File: src/rtl/uart_arb_pkg.sv
// Shared types and helpers for the UART transmit arbiter.
// Holds the arbiter state encoding and the round-robin pointer wrap.
// No logic of its own; imported by uart_tx_arbiter and rr_pick.
package uart_arb_pkg;

    localparam int STATE_W = 3;

    typedef enum logic [STATE_W-1:0] {
        IDLE,
        START,
        ARM,
        BUSY,
        DONE
    } state_t;

    // Pointer position just after ptr, wrapping from nreq-1 back to 0.
    function automatic int unsigned rr_next(input int unsigned ptr, input int unsigned nreq);
        return (ptr + 32'd1 >= nreq) ? 32'd0 : ptr + 32'd1;
    endfunction

endpackage

File: src/rtl/rr_pick.sv
// Round-robin picker: first set request bit scanning upward from ptr with wrap.
// Latency: combinational, zero cycles.
// Backpressure: none; valid simply reflects whether any request is set.
// Ports: req (request vector), ptr (highest-priority index),
//        valid (any request set), idx (chosen requester).
module rr_pick #(
    parameter int NREQ = 4,
    parameter int IW   = 2
) (
    input  logic [NREQ-1:0] req,
    input  logic [IW-1:0]   ptr,
    output logic            valid,
    output logic [IW-1:0]   idx
);

    int pos;

    // Walk the offsets from farthest to nearest so the nearest set bit
    // (lowest offset from ptr) is the one left in idx.
    always_comb begin
        valid = |req;
        idx   = '0;
        pos   = 0;
        for (int k = NREQ - 1; k >= 0; k--) begin
            pos = int'(ptr) + k;
            if (pos >= NREQ) begin
                pos = pos - NREQ;
            end
            if (req[IW'(pos)]) begin
                idx = IW'(pos);
            end
        end
    end

endmodule

File: src/rtl/uart_tx_arbiter.sv
// Round-robin scheduler sharing one UART byte serializer among NREQ requesters.
// Latency: req seen in IDLE -> ser_start two cycles later; ack one cycle after ser_busy falls.
// Backpressure: requesters hold req until ack; no grant while the serializer reports busy.
// Ports: clk, reset (sync, active-high); req/req_data from clients; ack, grant_idx, busy status;
//        ser_start/ser_data to the serializer, ser_busy from it; err on timeout abort.
// Optional: define UART_ARB_TIMEOUT_EN to abort transfers stuck in ARM/BUSY for TIMEOUT cycles;
//           without it err is tied low and BUSY waits indefinitely.
module uart_tx_arbiter
    import uart_arb_pkg::*;
#(
    parameter int NREQ    = 4,
    parameter int DW      = 8,
    parameter int TIMEOUT = 4096
) (
    input  logic                    clk,
    input  logic                    reset,
    input  logic [NREQ-1:0]         req,
    input  logic [NREQ*DW-1:0]      req_data,
    output logic [NREQ-1:0]         ack,
    output logic [$clog2(NREQ)-1:0] grant_idx,
    output logic                    busy,
    output logic                    ser_start,
    output logic [DW-1:0]           ser_data,
    input  logic                    ser_busy,
    output logic                    err
);

    localparam int IW = $clog2(NREQ);

    if (NREQ < 2 || NREQ > 8 || TIMEOUT < 2) begin : g_param_check
        $error("uart_tx_arbiter: NREQ must be 2..8 and TIMEOUT at least 2");
    end

    state_t          state;
    state_t          state_nxt;
    logic [IW-1:0]   ptr;
    logic            pick_vld;
    logic [IW-1:0]   pick_idx;
    logic            grant_ld;
    logic            abort;
    logic            arm_cnt;
    logic [DW-1:0]   req_bytes [NREQ];

    rr_pick #(
        .NREQ (NREQ),
        .IW   (IW)
    ) u_rr_pick (
        .req   (req),
        .ptr   (ptr),
        .valid (pick_vld),
        .idx   (pick_idx)
    );

    always_comb begin
        for (int i = 0; i < NREQ; i++) begin
            req_bytes[i] = req_data[i*DW +: DW];
        end
    end

`ifdef UART_ARB_TIMEOUT_EN
    localparam int CW = $clog2(TIMEOUT + 1);
    logic [CW-1:0] to_cnt;
`endif

    always_comb begin
        state_nxt = state;
        grant_ld  = 1'b0;
        abort     = 1'b0;
        ack       = '0;
        case (state)
            // A serializer still busy from before (or after reset) blocks new grants.
            IDLE: begin
                if (pick_vld && !ser_busy) begin
                    state_nxt = START;
                    grant_ld  = 1'b1;
                end
            end
            START: state_nxt = ARM;
            // Give ser_busy two cycles to rise; a very short frame may already be over.
            ARM: begin
                if (ser_busy || arm_cnt) begin
                    state_nxt = BUSY;
                end
            end
            BUSY: begin
                if (!ser_busy) begin
                    state_nxt = DONE;
                end
            end
            DONE: begin
                ack       = NREQ'(1) << grant_idx;
                state_nxt = IDLE;
            end
            default: state_nxt = IDLE;
        endcase
`ifdef UART_ARB_TIMEOUT_EN
        if ((state == ARM || state == BUSY) && to_cnt == CW'(TIMEOUT - 1)) begin
            state_nxt = IDLE;
            abort     = 1'b1;
        end
`endif
    end

    always_ff @(posedge clk) begin
        if (reset) begin
            state     <= IDLE;
            grant_idx <= '0;
            ser_data  <= '0;
            ser_start <= 1'b0;
            ptr       <= '0;
            arm_cnt   <= 1'b0;
        end else begin
            state     <= state_nxt;
            ser_start <= (state == START);
            arm_cnt   <= (state == ARM);
            if (grant_ld) begin
                grant_idx <= pick_idx;
                ser_data  <= req_bytes[pick_idx];
            end
            // The owner just served (or aborted) drops to lowest priority.
            if (state == DONE || abort) begin
                ptr <= IW'(rr_next(32'(grant_idx), NREQ));
            end
        end
    end

`ifdef UART_ARB_TIMEOUT_EN
    // Counts cycles spent in ARM+BUSY; zero on every entry into ARM.
    always_ff @(posedge clk) begin
        if (reset) begin
            to_cnt <= '0;
            err    <= 1'b0;
        end else begin
            err    <= abort;
            to_cnt <= (state == ARM || state == BUSY) ? to_cnt + CW'(1) : '0;
        end
    end
`else
    assign err = 1'b0;
`endif

    assign busy = (state != IDLE);

endmodule

File: config.mk
export PLATFORM = sky130hd
export DESIGN_NAME = uart_tx_arbiter
export DESIGN_NICKNAME = d
export VERILOG_FILES = /design/src/rtl/uart_arb_pkg.sv /design/src/rtl/rr_pick.sv /design/src/rtl/uart_tx_arbiter.sv
export SDC_FILE = /design/constraint.sdc
export NUM_CORES = 1
export LEC_CHECK = 0
export ABC_CLOCK_PERIOD_IN_PS = 4980
export CELL_PAD_IN_SITES_DETAIL_PLACEMENT = 1
export CELL_PAD_IN_SITES_GLOBAL_PLACEMENT = 2
export CORE_MARGIN = 1.5
export CORE_UTILIZATION = 23
export DETAILED_ROUTE_END_ITERATION = 6
export PLACE_DENSITY_LB_ADDON = 0.1
export SETUP_SLACK_MARGIN = 0.15
export SYNTH_ARGS = -nofsm -noshare
export SYNTH_HDL_FRONTEND = slang
export SYNTH_HIERARCHICAL = 1
export SYNTH_SLANG_ARGS = --single-unit
File: constraint.sdc
create_clock -name clk -period 4.98 [get_ports clk]
set_input_delay 0.498 -clock clk [delete_from_list [all_inputs] [get_ports clk]]
set_output_delay 0.498 -clock clk [all_outputs]
set_load 0.005 [all_outputs]
==> run summary, run 1 <==
Pleak: 0.559 nW
Yosys warnings: 6
Gr ovfl total: 0
Fraction of registers with async set/reset: 0
Die height: 70.2 um
Top FF cell, synth: dfxtp_1
Hold crit path type: reg2reg
# diodes: 0
Flops & latches, synth: 17
Total detailed-routing wirelength: 3.01 mm
First DRT Iteration DRCs: 14
CTS hold repair buffers: 0
FF+latch area: 340 um^2
Post-Syn Instances: 108
Internal power: 278 uW
Sequential power share: 0.413
Net Sw Power: 111 uW
P per Cell Area: 237 nW/um^2
Via count: 1022
Setup TNS: 0 ns
Slew headroom: 0.319
Pin count of the biggest net entering global routing: 18
Cell Count, Final, Fillers Out: 209
Pre-Repair DR Iteration Count: 2
Resize count post-CTS: 0
Top Ports: 56
Hpwl dp: 2.34 mm
Placed insts: 205
Max cap viols: 0
CTS root buf: clkbuf_8
Peak supply drop: 0.0816 mV
Clock buffer depth: 2
Horiz. Die Dim: 70.2 um
Setup bufs post-CTS: 0
Netlist cell types: 28
Global-route wire length before repair: 4.78 mm
Initial core utilization: 0.239
Max Transition Viols Final: 0
Mapped cell area: 1040 um^2
Core footprint: 4350 um^2
Outcome: complete, no violations
Post-Place Worst Slack: 2.01 ns
RSZ-0062 raised after global routing: no
Fmax: 367 MHz
FP Rows: 24
Port bufs: 54
Final min period: 2.72 ns
Residual DRC: 0
EDFF count, synth: 0
Number of global-route vias before repair: 1007
H-Tree Depth: 1
Final setup margin: 2.26 ns
Sw Share: 0.285
Gpl congestion: 0.688
Slew @ Worst Pin: 1.02 ns
Multi-input gate area: 636 um^2
Share of cells above drive strength 1: 0.121
Fill count: 489
Startpoint types: register
Initial antenna violation count: 0
Final setup violation count: 0
Peak fanout along the critical path: 11
Via density per instance: 4.89
Cell taking the most area after synthesis: dfxtp_1
Clock Latency Late Sink: 0.25 ns
Die area: 4930 um^2
Post-synth top area share: 0.327
Clock slew at reported path FFs: 0.07 ns
DP Area: 1590 um^2
Final Net Count: 201
Worst path arrival time: 2.23 ns
GRT Overall Usage: 0.123
Setup Skew: 0.000688 ns
Fin area: 1640 um^2
Hold Fails Final Rpt: 0
Crit path required time: 4.48 ns
Clk pwr share: 0.272
# clock sinks: 17
Per-cell routed wire length: 14.4 um
Num CTS Buffers: 3
Register area share after synthesis: 0.327
Combinational group share of total power: 0.315
Syn_nets: 151
Antenna-violating nets left: 0
Synth top area cells: dfxtp_1 (33%), mux4_2 (17%), a21oi_1 (5.3%)
Worst setup path category: reg2out
Worst setup EP type: output port
Avg Inst Size Synth: 9.63 um^2
Crit share post-route: 0.547
Layout area overhead: 57.5%
CTS tree: built
routing by layer:
metal  GRT usage  vias up  wire [um]
li1            -      489          -
met5           0        -          0
met3      0.0245        5        153
met4      0.0577        0         61
met1       0.139      497       1220
met2       0.221       31       1570
cell type report:
class | instances | area share
Clock buffer | 4 | 0.0275
Inverter | 3 | 0.00688
Tap cell | 52 | 0.0397
Sequential cell | 17 | 0.208
Multi-Input combinational cell | 79 | 0.388
Timing Repair Buffer | 54 | 0.330
path summary, 6_finish.rpt:
check / from / endpoint / slack (ns) / cells after the start
worst max-delay path: state[2] / busy / 2.26 / 3
worst min-delay path: ser_data[1] / ser_data[1] / 0.48 / 2
worst max register to register: ptr[1] / ser_data[4] / 2.63 / 6
worst min register to register: ser_data[1] / ser_data[1] / 0.48 / 2
power by group through the flow:
stage                     sequential [mW]  combinational (mW)  clock (mW)
final                               0.161               0.123       0.106
after global routing                0.163               0.133       0.114
after CTS                           0.161               0.124       0.109
after detailed placement            0.164               0.124           0
after global placement              0.163               0.120           0
after floorplan                     0.163              0.0633           0
registers in the layout (all words and copies together), names as in the netlist:
name,flops
grant_idx,2
arm_cnt,1
ptr,2
ser_start,1
ser_data,8
state,3
metrics by stage:
stage               utilization  power [mW]  hold WS [ns]
floorplan                     -       0.226         0.470
global placement          0.366       0.284         0.463
detailed placement        0.366       0.288         0.471
CTS                       0.376       0.394         0.481
global route              0.376       0.410         0.517
finish                    0.376       0.389         0.477
synth_stat cells, types with 2 or more instances:
cell type  count
nor2b_1        2
dfxtp_1       17
mux2i_1        3
nor4_1         2
buf_2          3
nor4b_1        2
buf_4          2
a21oi_1       11
nor2_1         9
nand3_1       10
clkbuf_1       3
nand2b_1       3
mux4_2         8
and2_2         4
o21ai_0        9
nand2_1        3
ha_1           4
inv_1          3
layout by cell type, fill, tap and decap left out:
master,count
o21ai_0,9
a211oi_1,1
nand2_1,3
o21ai_1,1
a211oi_2,1
clkdlybuf4s50_1,54
clkbuf_8,3
dfxtp_1,17
nor3_2,1
conb_1,1
nor2b_1,2
nor3b_1,1
ha_1,4
mux2i_1,3
a2bb2oi_1,1
a21oi_1,11
nand2b_1,3
mux4_2,8
nor4_1,2
nand3_1,10
a2111oi_2,1
nor4b_1,2
nor2_1,9
inv_1,3
clkbuf_1,1
and2_2,4
nor3b_4,1
worst max-delay path, stage by stage, from the launching register on:
cell	delay (ns)
dfxtp_1	0.39
nor3_2	0.65
inv_1	0.38
clkdlybuf4s50_1	0.54
cells by family (layout without fill, tap and decap cells):
family,after synthesis,after routing,share of synthesized area
AO/OA/AOI/OAI,25,25,0.143
adder cells (fa/ha/maj),4,4,0.0481
buffers and inverters,12,61,0.0614
flip-flops,17,17,0.327
multiplexers,11,11,0.202
other,1,1,0.00361
AND/OR/NAND/NOR,38,38,0.214
Note: power is estimated with default switching activity, not from simulation.
==> run 2: changes to the inputs <==
--- a/config.mk
+++ b/config.mk
@@ -5,11 +5,11 @@
 export SDC_FILE = /design/constraint.sdc
 export NUM_CORES = 1
 export LEC_CHECK = 0
-export ABC_CLOCK_PERIOD_IN_PS = 4980
+export ABC_CLOCK_PERIOD_IN_PS = 2760
 export CELL_PAD_IN_SITES_DETAIL_PLACEMENT = 1
 export CELL_PAD_IN_SITES_GLOBAL_PLACEMENT = 2
 export CORE_MARGIN = 1.5
-export CORE_UTILIZATION = 23
+export CORE_UTILIZATION = 21
 export DETAILED_ROUTE_END_ITERATION = 6
 export PLACE_DENSITY_LB_ADDON = 0.1
 export SETUP_SLACK_MARGIN = 0.15
==> constraint.sdc (replaced) <==
create_clock -name clk -period 2.76 [get_ports clk]
set_input_delay 0.276 -clock clk [delete_from_list [all_inputs] [get_ports clk]]
set_output_delay 0.276 -clock clk [all_outputs]
set_load 0.005 [all_outputs]
==> run 2 against run 1 <==
  * Worst setup slack worse by 1.6 ns
  * Sequential power increased by 80%
  * Sequential share of layout area decreased by 0.44 points
  * Core utilization fell by 2.4 points
  * Largest power group unchanged
  * Count of clock-buffer cells in the layout decreased by 1
  * Die area rose by 9.1%
==> run summary, run 2 (synthesis gave the netlist of run 1 again) <==
First DRT Iteration DRCs: 62
Global-route wire length before repair: 4.88 mm
Multi-input gate area: 636 um^2
CP Launch Point: state[0]
Hpwl dp: 2.49 mm
Worst setup EP type: output port
Core footprint: 4750 um^2
Net Sw Power: 207 uW
Hold Fails Final Rpt: 0
Outcome: complete, no violations
Placed insts: 222
Commonest non-fill, non-tap cells in the layout: clkdlybuf4s50_1 (54), dfxtp_1 (17), a21oi_1 (11)
Worst r2r src: ptr[0]
Startpoint types: register
Setup TNS: 0 ns
Cell Count, Final, Fillers Out: 226
Num CTS Buffers: 3
Clock slew at reported path FFs: 0.07 ns
Via count: 1003
Die height: 73.4 um
Combinational group share of total power: 0.321
Crit path capture: busy
Hold crit path type: reg2reg
Number of global-route vias before repair: 1008
Worst path arrival time: 1.86 ns
Port bufs: 54
Reg with most FFs: ser_data
Top Ports: 56
# diodes: 0
Clock Latency Late Sink: 0.25 ns
Initial antenna violation count: 0
DP Area: 1630 um^2
Residual DRC: 0
RSZ-0062 raised after global routing: no
Crit share post-route: 0.774
Horiz. Die Dim: 73.4 um
Slew @ Worst Pin: 0.775 ns
Via density per instance: 4.44
Sw Share: 0.290
Clk pwr share: 0.271
Layout area overhead: 60.9%
Fill count: 533
Max cap viols: 0
FP Rows: 25
CTS root buf: clkbuf_8
Initial core utilization: 0.219
Final setup violation count: 0
Fmax: 468 MHz
GRT Overall Usage: 0.120
Setup bufs post-CTS: 0
Peak fanout along the critical path: 11
CTS tree: built
Pre-Repair DR Iteration Count: 4
FF+latch area: 340 um^2
Gr ovfl total: 0
Setup Skew: 0.000859 ns
Max Transition Viols Final: 0
Max reg flops: 8
Antenna-violating nets left: 0
Sequential power share: 0.408
P per Cell Area: 425 nW/um^2
Crit path required time: 2.48 ns
Pleak: 0.571 nW
# clock sinks: 17
Pin count of the biggest net entering global routing: 18
Final min period: 2.14 ns
Die area: 5380 um^2
Final Net Count: 203
Biggest regs: ser_data: 8 flops, state: 3 flops
Fin area: 1670 um^2
FF-to-FF End: ser_data[3]
Total detailed-routing wirelength: 3.22 mm
Commonest non-fill, non-tap cell in the layout: clkdlybuf4s50_1
Worst setup path category: reg2out
R2r worst-path depth: 6
H-Tree Depth: 1
Slew headroom: 0.482
Resize count post-CTS: 0
Internal power: 505 uW
Per-cell routed wire length: 14.2 um
Clock buffer depth: 2
Peak supply drop: 0.126 mV
Internal reg-to-reg setup slack: 0.74 ns
CTS hold repair buffers: 0
Gpl congestion: 0.701
Share of cells above drive strength 1: 0.138
Tot Pwr: 711 uW
[run 2: how the worst min path moves through the flow]
stage / slack [ns] / endpoint / start / depth (start not counted)
6_report: 0.48 / ser_data[1] / ser_data[1] / 2
5_1_grt: 0.51 / ser_data[1] / ser_data[1] / 2
4_1_cts: 0.48 / ser_data[1] / ser_data[1] / 2
3_5_place_dp: 0.47 / ser_data[0] / ser_data[0] / 2
3_3_place_gp: 0.46 / ser_data[7] / ser_data[7] / 2
2_1_floorplan: 0.35 / state[2] / ser_busy / 1
[run 2: critical path: stages (launching register included)]
cell             delay (ns)
dfxtp_1                0.50
nor3_2                 0.08
buf_4                  0.18
inv_1                  0.26
clkdlybuf4s50_1        0.57
[run 2: stage by stage]
stage | hold slack [ns] | setup slack, ns | util
after floorplan | 0.354 | 1.10 | -
after global placement | 0.464 | 0.416 | 0.342
after detailed placement | 0.472 | 0.372 | 0.342
after CTS | 0.483 | 0.567 | 0.352
after global routing | 0.515 | 0.498 | 0.352
final | 0.476 | 0.624 | 0.352
[run 2: layout make-up]
class                           instances  share of cell area
Sequential cell                        17               0.203
Inverter                                3             0.00673
Clock inverter                          1             0.00299
Timing Repair Buffer                   56               0.332
Tap cell                               67              0.0501
Clock buffer                            3              0.0247
Multi-Input combinational cell         79               0.380
[run 2: power groups by stage]
stage | sequential, mW | combinational [mW] | clock (mW)
after floorplan | 0.294 | 0.114 | 0
after global placement | 0.295 | 0.228 | 0
after detailed placement | 0.296 | 0.233 | 0
after CTS | 0.291 | 0.234 | 0.204
after global routing | 0.295 | 0.248 | 0.215
final | 0.290 | 0.228 | 0.193
[run 2: routing by layer]
| layer | track usage | vias to the layer above | wire length, um |
|---|---|---|---|
| li1 | - | 494 | - |
| met1 | 0.139 | 474 | 1300 |
| met2 | 0.218 | 31 | 1730 |
| met3 | 0.0151 | 4 | 138 |
| met4 | 0.0556 | 0 | 52 |
| met5 | 0 | - | 0 |
